$ cat src/rtl/lvds_lane_align_ctrl_pkg.sv
// lvds_lane_align_ctrl_pkg: shared state encoding and default constants for the lane aligner
package lvds_lane_align_ctrl_pkg;

    typedef enum logic [2:0] {
        ST_IDLE,
        ST_ALIGN,
        ST_VERIFY,
        ST_LOCKED,
        ST_FAIL
    } state_e;

    localparam int             DEF_N_LANES          = 4;
    localparam logic [7:0]     DEF_TRAINING_PATTERN = 8'hF0;
    localparam int             DEF_LOCK_COUNT       = 64;
    localparam int             DEF_VERIFY_CYCLES    = 256;
    localparam int             DEF_MAX_SLIPS        = 16;
    localparam int             DEF_MAX_RETRIES      = 3;

endpackage

$ cat src/rtl/lvds_lane_align_ctrl_lane_mon.sv
// lane_align_mon: per-lane match-run and bitslip counters; reports next-cycle enable/aligned/failed
module lane_align_mon
    import lvds_lane_align_ctrl_pkg::*;
#(
    parameter int LOCK_COUNT = DEF_LOCK_COUNT,
    parameter int MAX_SLIPS  = DEF_MAX_SLIPS
) (
    input  logic clk,
    input  logic rst,
    input  logic clr,
    input  logic active,
    input  logic match,
    input  logic bs,
    output logic en,
    output logic aligned,
    output logic failed
);

    localparam int RW = $clog2(LOCK_COUNT + 1);
    localparam int SW = $clog2(MAX_SLIPS + 2);
    localparam logic [RW-1:0] RUN_MAX  = RW'(LOCK_COUNT);
    localparam logic [SW-1:0] SLIP_MAX = SW'(MAX_SLIPS);

    logic [RW-1:0] run_q, run_d;
    logic [SW-1:0] slip_q, slip_d;

    // Outputs are next-state views so the controller can act on the same edge the counters update
    assign aligned = run_d == RUN_MAX;
    assign failed  = slip_d > SLIP_MAX;
    assign en      = !aligned && !failed;

    // Run counter restarts on any mismatch; slip counter saturates one past the limit
    always_comb begin
        run_d  = clr ? '0 : !active ? run_q : !match ? '0 : (run_q == RUN_MAX) ? run_q : run_q + RW'(1);
        slip_d = clr ? '0 : (active && bs && slip_q <= SLIP_MAX) ? slip_q + SW'(1) : slip_q;
    end

    // Counter registers
    always_ff @(posedge clk) begin
        if (rst) begin
            run_q  <= '0;
            slip_q <= '0;
        end else begin
            run_q  <= run_d;
            slip_q <= slip_d;
        end
    end

endmodule

$ cat src/rtl/lvds_lane_align_ctrl.sv
// lvds_lane_align_ctrl: training sequencer that aligns all LVDS lanes, verifies them, then passes samples
module lvds_lane_align_ctrl
    import lvds_lane_align_ctrl_pkg::*;
#(
    parameter int         N_LANES          = DEF_N_LANES,
    parameter logic [7:0] TRAINING_PATTERN = DEF_TRAINING_PATTERN,
    parameter int         LOCK_COUNT       = DEF_LOCK_COUNT,
    parameter int         VERIFY_CYCLES    = DEF_VERIFY_CYCLES,
    parameter int         MAX_SLIPS        = DEF_MAX_SLIPS,
    parameter int         MAX_RETRIES      = DEF_MAX_RETRIES
) (
    input  logic                   clk,
    input  logic                   rst,
    input  logic                   start,
    input  logic [8*N_LANES-1:0]   lane_data,
    input  logic [N_LANES-1:0]     lane_bs,
    output logic [N_LANES-1:0]     bitslip_en,
    output logic                   busy,
    output logic                   locked,
    output logic                   fail,
    output logic [N_LANES-1:0]     fail_lanes,
    output logic [8*N_LANES-1:0]   sample_data,
    output logic                   sample_valid
);

    localparam int VW = $clog2(VERIFY_CYCLES + 1);
    localparam int TW = $clog2(MAX_RETRIES + 1);
    localparam logic [VW-1:0] VERIFY_LAST = VW'(VERIFY_CYCLES - 1);
    localparam logic [TW-1:0] RETRY_MAX   = TW'(MAX_RETRIES);

    state_e                 state_q, state_d;
    logic [VW-1:0]          verify_q, verify_d;
    logic [TW-1:0]          retry_q, retry_d;
    logic [N_LANES-1:0]     fail_lanes_q, fail_lanes_d;
    logic [N_LANES-1:0]     bs_en_q;
    logic [8*N_LANES-1:0]   sample_data_q;
    logic                   sample_valid_q;
    logic [N_LANES-1:0]     match, lane_en, lane_aligned, lane_failed;
    logic                   clr;

    for (genvar k = 0; k < N_LANES; k++) begin : g_lane
        assign match[k] = lane_data[8*k +: 8] == TRAINING_PATTERN;
        lane_align_mon #(
            .LOCK_COUNT (LOCK_COUNT),
            .MAX_SLIPS  (MAX_SLIPS)
        ) u_mon (
            .clk     (clk),
            .rst     (rst),
            .clr     (clr),
            .active  (state_q == ST_ALIGN),
            .match   (match[k]),
            .bs      (lane_bs[k]),
            .en      (lane_en[k]),
            .aligned (lane_aligned[k]),
            .failed  (lane_failed[k])
        );
    end

    // Next-state, retry/verify counting and lane-clear decisions
    always_comb begin
        state_d      = state_q;
        verify_d     = verify_q;
        retry_d      = retry_q;
        fail_lanes_d = fail_lanes_q;
        clr          = 1'b0;
        case (state_q)
            ST_IDLE, ST_LOCKED, ST_FAIL: begin
                if (start) begin
                    state_d      = ST_ALIGN;
                    clr          = 1'b1;
                    retry_d      = '0;
                    verify_d     = '0;
                    fail_lanes_d = '0;
                end
            end
            ST_ALIGN: begin
                fail_lanes_d = lane_failed;
                if (|lane_failed) begin
                    state_d = ST_FAIL;
                end else if (&lane_aligned) begin
                    state_d  = ST_VERIFY;
                    verify_d = '0;
                end
            end
            ST_VERIFY: begin
                if (&match) begin
                    state_d  = (verify_q == VERIFY_LAST) ? ST_LOCKED : ST_VERIFY;
                    verify_d = verify_q + VW'(1);
                end else if (retry_q == RETRY_MAX) begin
                    state_d      = ST_FAIL;
                    fail_lanes_d = ~match;
                end else begin
                    state_d = ST_ALIGN;
                    retry_d = retry_q + TW'(1);
                    clr     = 1'b1;
                end
            end
            default: state_d = ST_IDLE;
        endcase
    end

    // State, counters and registered outputs
    always_ff @(posedge clk) begin
        if (rst) begin
            state_q        <= ST_IDLE;
            verify_q       <= '0;
            retry_q        <= '0;
            fail_lanes_q   <= '0;
            bs_en_q        <= '0;
            sample_data_q  <= '0;
            sample_valid_q <= 1'b0;
        end else begin
            state_q        <= state_d;
            verify_q       <= verify_d;
            retry_q        <= retry_d;
            fail_lanes_q   <= fail_lanes_d;
            bs_en_q        <= (state_d == ST_ALIGN) ? lane_en : '0;
            sample_valid_q <= (state_q == ST_LOCKED) && (state_d == ST_LOCKED);
            if (state_q == ST_LOCKED) sample_data_q <= lane_data;
        end
    end

    assign bitslip_en   = bs_en_q;
    assign busy         = (state_q == ST_ALIGN) || (state_q == ST_VERIFY);
    assign locked       = state_q == ST_LOCKED;
    assign fail         = state_q == ST_FAIL;
    assign fail_lanes   = fail_lanes_q;
    assign sample_data  = sample_data_q;
    assign sample_valid = sample_valid_q;

endmodule

$ cat config.mk
export PLATFORM = sky130hd
export DESIGN_NAME = lvds_lane_align_ctrl
export DESIGN_NICKNAME = d
export VERILOG_FILES = /design/src/rtl/lvds_lane_align_ctrl_pkg.sv /design/src/rtl/lvds_lane_align_ctrl_lane_mon.sv /design/src/rtl/lvds_lane_align_ctrl.sv
export SDC_FILE = /design/constraint.sdc
export NUM_CORES = 1
export LEC_CHECK = 0
export BUFFER_PORTS_ARGS = -buffer_cell sky130_fd_sc_hd__buf_2
export CORE_MARGIN = 10
export CORE_UTILIZATION = 52
export DETAILED_ROUTE_END_ITERATION = 10
export HOLD_SLACK_MARGIN = 0.08
export PLACE_DENSITY = 0.8
export SLEW_MARGIN = 30
export SYNTH_ARGS = -nofsm -noshare
export SYNTH_HDL_FRONTEND = slang
export SYNTH_HIERARCHICAL = 1
export SYNTH_SLANG_ARGS = --single-unit
$ cat constraint.sdc
create_clock -name clk -period 4.4 [get_ports clk]
set_input_delay 0.22 -clock clk [delete_from_list [all_inputs] [get_ports clk]]
set_output_delay 0.22 -clock clk [all_outputs]
set_load 0.02 [all_outputs]
==> results of run 1 <==
[kinds of logic after synthesis]
group	Yosys count	share of synthesized area, %
compound gates	131	17.7
xor+xnor	30	4.74
fa+ha+maj	19	4.29
buf+inv	55	4.22
flops	103	37.2
mux	13	2.44
simple gates	319	29.3
[worst register-to-register path, delay by kind of cell (launching register included)]
family / cells / cell delay (ns)
AO/OA/AOI/OAI: 3 / 0.61
buffers and inverters: 2 / 0.45
flip-flops: 1 / 0.63
AND/OR/NAND/NOR: 8 / 2.01
[state kept, by name (all words and copies together), names as in the netlist]
register and flops:
state_q 3, sample_valid 1, g_lane.u_mon/run_q 28, verify_q 9, fail_lanes 4, bitslip_en 4, sample_data 32, retry_q 2
g_lane.u_mon/slip_q 20
[cell type report]
cell class              instances  area share, %
clock buffers                   9           1.89
clock inverters                 7           1.34
repair buffers                120           11.5
inverters                      27           1.55
flip-flops and latches        103           31.5
multi-input cells             512           49.7
diodes                          1         0.0382
well taps                     136           2.60
[layer usage]
layer | up-vias | wire [um] | track usage (%)
met4 | 0 | 204 | 7.35
met1 | 2385 | 6060 | 22.7
met2 | 150 | 6910 | 30.9
met3 | 15 | 926 | 4.69
li1 | 2542 | - | -
met5 | - | 0 | 0
[where the power goes]
group          internal (mW)  switching [mW]  total (mW)
Combinational         0.0865           0.115       0.201
Sequential             0.943          0.0126       0.956
Clock                  0.277           0.361       0.638
[cell usage after synthesis, drive strengths merged (7+ instances only)]
cell / n
mux2i: 9
a211oi: 7
nand2: 95
clkbuf: 19
nor4: 11
o31ai: 9
nor3: 8
nor3b: 9
a21oi: 61
nand3: 13
o21ai: 11
nor2: 98
dfxtp: 103
xor2: 12
or4: 11
buf: 9
nand4: 20
nand2b: 13
or3: 7
ha: 19
xnor2: 18
nor2b: 7
a21boi: 7
or2: 11
inv: 26
[placed cells by master (no fill, tap or decap), drive strengths merged, types with 5 or more instances in the layout]
cell         instances
a21boi               7
nor2b                7
nor2                98
nand2b              13
xor2                12
o21ai               11
dlygate4sd3         22
a211oi               7
clkbuf               9
nand2               95
nor3                 8
or3                  7
nor3b                9
dfxtp              103
a311oi               5
a21o                 5
or3b                 5
mux2i                9
nand3               13
nand4               20
xnor2               18
nor4                11
buf                 98
o31ai                9
ha                  19
or2                 11
inv                 30
or4                 11
a21oi               61
[what timing repair did]
action	4_1_cts	5_1_grt
endpoints found under the setup margin	0	5
endpoints found under the hold margin	21	1
hold buffers	21	1
[metrics by stage]
stage                     setup WS [ns]  hold WS (ns)  power (mW)
final                             0.236        0.0921        1.79
after global routing             0.0245        0.0917        1.87
after CTS                        0.0704        0.0811        1.81
after detailed placement        -0.0835         0.445        1.16
after global placement            0.244         0.440        1.15
after floorplan                   0.151         0.292        1.10
[path summary, 6_finish.rpt]
check | startpoint | end | slack (ns)
worst max-delay path | lane_data[30] | verify_q[0] | 0.24
worst min register to register | sample_data[6] | sample_data[6] | 0.46
worst max register to register | state_q[1] | verify_q[0] | 0.61
worst min-delay path | lane_data[21] | sample_data[21] | 0.09
==> key figures, run 1 <==
Route
  – Drt drc: 0
  – Initial DRC count: 331
  – Final wirelength: 14100 um
  – Vias: 5092
  – Drt via density: 5.57
  – Antenna-violating nets left: 0
  – Post-DR wirelength/cell: 15.4 um
  – Drt first pass iters: 5

GRT
  – Gr ovfl total: 0
  – Vias in the first global route: 4970
  – Initial antenna violation count: 1
  – Tot GR Track Use: 18.7%
  – Largest net degree at the start of global routing: 52
  – First-pass GRT wire length: 23400 um

CTS
  – Clk buf depth: 2
  – Post-CTS resize count: 0
  – Sink Count: 103
  – CTS tree: done
  – H-tree depth: 3
  – Clk Latency, worst-skew pair: 0.38 ns
  – Cts bufs inserted: 9
  – Post-CTS setup buffers: 0
  – Reg clk slew, reported paths: 0.11 ns
  – Clk root buf: clkbuf_8

Yosys
  – Synth area leaders: dfxtp_1 (37%), nand2_1 (6.4%), nor2_1 (6.4%)
  – Avg Inst Size Synth: 8.27 sq um
  – Post-synth top area share: 37.2%
  – Area leader, netlist: dfxtp_1
  – Main synth FF type: dfxtp_1
  – Ys async rst share: 0%
  – Count of flip-flops with a built-in enable after synthesis: 0
  – Synth Register Bits: 103
  – Post-synth cell types: 65
  – Syn Inst Count: 670
  – Net count after synthesis: 728
  – Synth warn: 6
  – Mapped cell area: 5540 sq um
  – Sequential cell area fraction in the yosys report: 37.2%

Critical path
  – Top delay family on crit path: simple AND/OR/NAND/NOR gates
  – Crit-path max cell delay: 0.54 ns
  – Critical path type: primary input to register
  – Worst EP required: 4.71 ns
  – CP Max Fanout: 12
  – Crit. End Element: register
  – Worst Path Arrival: 4.47 ns
  – Buf/Inv on CP: 4
  – Crit path depth: 17
  – Slowest CP cell: dlygate4sd3_1
  – CP startpoint kind: primary input
  – FF-to-FF path depth: 13
  – Crit-path cells: dlygate4sd3_1 > buf_2 > nand4_1 > nor4_2 > a21oi_1 > nand2_1 > o211ai_1 > buf_4 > nor4_1 > nor4_1 > a311oi_1 > nor4_2 > nor4b_2 > nor3_2 > buf_4 > o21ai_0 > a21boi_0

Timing
  – Clk_skew: 0.0133 ns
  – Final hold vios: 0
  – Final setup viols: 0
  – Max-slew headroom: 39.2%
  – Fmax: 240 MHz
  – Slew Limit Fails: 0
  – Final Cycle Share: 94.6%
  – Fin crit period: 4.16 ns
  – Worst-margin pin slew: 0.912 ns
  – Setup TNS: 0 ns
  – RSZ-0062 raised after global routing: false

Floorplanning
  – Rows: 37
  – Die width: 123 um
  – Die area: 15200 sq um
  – Core box area: 10400 sq um
  – Initial Util: 53.4%
  – Chip height: 123 um
  – IO Count: 83

Placement
  – PortBufs: 82
  – # placed instances: 876
  – Placed standard-cell area: 6110 sq um
  – Hpwl dp: 10200 um
  – GP Congestion: 0.851

Power and ir drop
  – Pleak: 2.50 nW
  – Pwr Density: 274 nW/um^2
  – Max rail drop VDD: 178 uV

Status
  – Status: complete, no violations

Job
  – Max Cap Viol: 0

Layout
  – Post-route cell area: 6550 sq um
  – Layout cell share with drive strength beyond 1: 20.4%
  – Multi-input logic area: 3260 sq um
  – Reg area: 2060 sq um
  – Synth-to-Final Area Change: 18.3%
  – Fin nets: 831
  – Fin cells: 915
  – Final core utilization: 63.2%
  – Fill cells: 864

Hold path
  – Hold Crit Class: primary input to register
  – Hold path depth: 3
Power figures use the tool's default switching activity.
==> inputs of run 2 (changes only) <==
--- a/config.mk
+++ b/config.mk
@@ -11,6 +11,7 @@
 export DETAILED_ROUTE_END_ITERATION = 10
 export HOLD_SLACK_MARGIN = 0.08
 export PLACE_DENSITY = 0.8
+export REMOVE_ABC_BUFFERS = 1
 export SLEW_MARGIN = 30
 export SYNTH_ARGS = -nofsm -noshare
 export SYNTH_HDL_FRONTEND = slang
==> run 2 against run 1 <==
Compared with the run above: hold slack got worse by 0.0063 ns; power decreased by 0.65%; critical endpoint unchanged; via count about the same.
==> key figures, run 2 (synthesized netlist as in run 1, its figures left out) <==
GRT
  – Initial antenna violation count: 0 (-1)
  – Gr ovfl total: 0 (unchanged)
  – First-pass GRT wire length: 23200 um (-0.85%)
  – Vias in the first global route: 5013 (+0.87%)
  – Largest net degree at the start of global routing: 52 (unchanged)
  – Tot GR Track Use: 18.3% (-0.38 points)

Critical path
  – Crit. End Element: register
  – CP startpoint kind: primary input
  – CP Max Fanout: 11 (-1)
  – Worst EP required: 4.70 ns (about the same)
  – Worst Path Arrival: 4.43 ns (-0.04 ns)
  – Critical path type: primary input to register

Layout
  – Fin nets: 813 (-2.2%)
  – Most frequent cells in the layout: dfxtp_1 (103), nor2_1 (95), nand2_1 (95)
  – Layout cell share with drive strength beyond 1: 20.4% (-0.042 points)
  – Fill cells: 903 (+4.5%)
  – Reg area: 2060 sq um (unchanged)
  – Max FFs per register: 32 (unchanged)
  – Final core utilization: 61.7% (-1.5 points)
  – Multi-input logic area: 3260 sq um (+0.19%)
  – Diodes inserted: 0 (-1)
  – Synth-to-Final Area Change: 15.6%
  – Most common cell after layout, fill and taps aside: dfxtp_1

Power and ir drop
  – Clk pwr share: 35.8% (+0.3 points)
  – Pleak: 2.43 nW (-2.7%)
  – Switch Pwr: 485 uW (-0.56%)
  – Max rail drop VDD: 189 uV (+6.2%)
  – Sequential power share: 53.6% (+0.3 points)
  – Pwr Density: 279 nW/um^2 (+1.7%)
  – Switching share of power: 27.2% (about the same)
  – Combinational Power Share: 10.6% (-0.6 points)
  – Total internal power: 1.30 mW (-0.69%)

Timing
  – Worst-margin pin slew: 0.928 ns (+0.0158 ns)
  – Fin crit period: 4.13 ns (-0.0333 ns)
  – RSZ-0062 raised after global routing: false
  – Final setup viols: 0 (unchanged)
  – Slew Limit Fails: 0 (unchanged)
  – Final worst slack: 0.269 ns (+0.0333 ns)
  – Fmax: 242 MHz (+0.81%)
  – Clk_skew: 0.0124 ns (-0.000930 ns)
  – Setup TNS: 0 ns (unchanged)
  – Max-slew headroom: 38.1% (-1.1 points)
  – Worst hold slack: 0.0858 ns (-0.00628 ns)
  – Final Cycle Share: 93.9% (-0.76 points)
  – Final hold vios: 0 (unchanged)

Route
  – Initial DRC count: 410 (+24%)
  – Post-DR wirelength/cell: 15.4 um (about the same)
  – Drt via density: 5.69 (+2.2%)
  – Vias: 5097 (+0.098%)
  – Drt first pass iters: 6 (+1)
  – Final wirelength: 13800 um (-2.1%)
  – Antenna-violating nets left: 0 (unchanged)
  – Drt drc: 0 (unchanged)

CTS
  – Cts bufs inserted: 9 (unchanged)
  – Clk root buf: clkbuf_8
  – Post-CTS setup buffers: 0 (unchanged)
  – CTS tree: done
  – Clk Latency, worst-skew pair: 0.38 ns (about the same)
  – Reg clk slew, reported paths: 0.11 ns (about the same)
  – Clk buf depth: 2 (unchanged)
  – Sink Count: 103 (unchanged)
  – H-tree depth: 3 (unchanged)

Job
  – Max Cap Viol: 0 (unchanged)

Floorplanning
  – Core box area: 10400 sq um (unchanged)
  – Die area: 15200 sq um (unchanged)
  – Chip height: 123 um (unchanged)
  – Initial Util: 53.4% (unchanged)
  – Rows: 37 (unchanged)
  – Die width: 123 um (unchanged)
  – IO Count: 83 (unchanged)

Placement
  – PortBufs: 82 (unchanged)
  – GP Congestion: 0.859 (+0.87%)
  – Setup WS pre-CTS: 0.0307 ns (+0.114 ns)
  – Hpwl dp: 10200 um (-0.23%)

Hold path
  – Hold Crit Class: primary input to register

Status
  – Status: complete, no violations
==> run 2: path summary, 6_finish.rpt <==
kind / endpoint / from / slack (ns) / cells after the start
hold / removal: sample_data[0] / lane_data[0] / 0.09 / 3
hold reg to reg: sample_data[16] / sample_data[16] / 0.46 / 2
setup / recovery: verify_q[0] / lane_data[31] / 0.27 / 16
setup reg to reg: verify_q[0] / state_q[1] / 0.44 / 13
==> run 2: area by class of cell <==
cell class	instances	area share [%]
inverter	27	1.58
multi-input combinational	512	51.0
sequential	103	32.2
clock inverter	7	1.37
clock buffer	9	1.94
tap	136	2.66
timing repair buffer	102	9.27
==> run 2: power by group through the flow <==
stage                     clock network [mW]  registers, mW  logic [mW]
after global routing                   0.686          0.957       0.209
after global placement                     0          0.975       0.174
after CTS                              0.646          0.955       0.188
after detailed placement                   0          0.976       0.181
after floorplan                            0          0.980       0.109
final                                  0.638          0.955       0.190
==> run 2: timing repair <==
item | 4_1_cts | 5_1_grt
hold buffers | 8 | 0
endpoints found under the setup margin | 0 | 3
resized for setup | 0 | 1
hold endpoints to repair | 8 | 0
==> run 2: worst max-delay path, stage by stage <==
cell	delay, ns
dlygate4sd3_1	0.53
buf_2	0.11
nand4_1	0.21
nor4_2	0.44
a21oi_1	0.17
nand2_1	0.10
o211ai_1	0.21
buf_4	0.25
or2_2	0.32
a2111oi_4	0.33
nand4_1	0.23
nor4b_2	0.46
nor3_4	0.15
buf_4	0.18
or3_1	0.30
a21boi_0	0.19
==> run 2: routing by layer <==
metal	wire, um	vias up	share of wire, %	GRT usage, %
li1	-	2499	-	-
met1	5980	2421	43	22.4
met2	6520	157	47	30.1
met3	1120	20	8.1	6.34
met4	180	0	1.3	4.44
met5	0	-	0	0
==> run 2: through the flow <==
step	area (sq um)	power, mW	cells
after floorplan	5410	1.09	642
after global placement	6090	1.15	872
after detailed placement	6090	1.16	872
after CTS	6380	1.79	896
after global routing	6400	1.85	896
final	6400	1.78	896
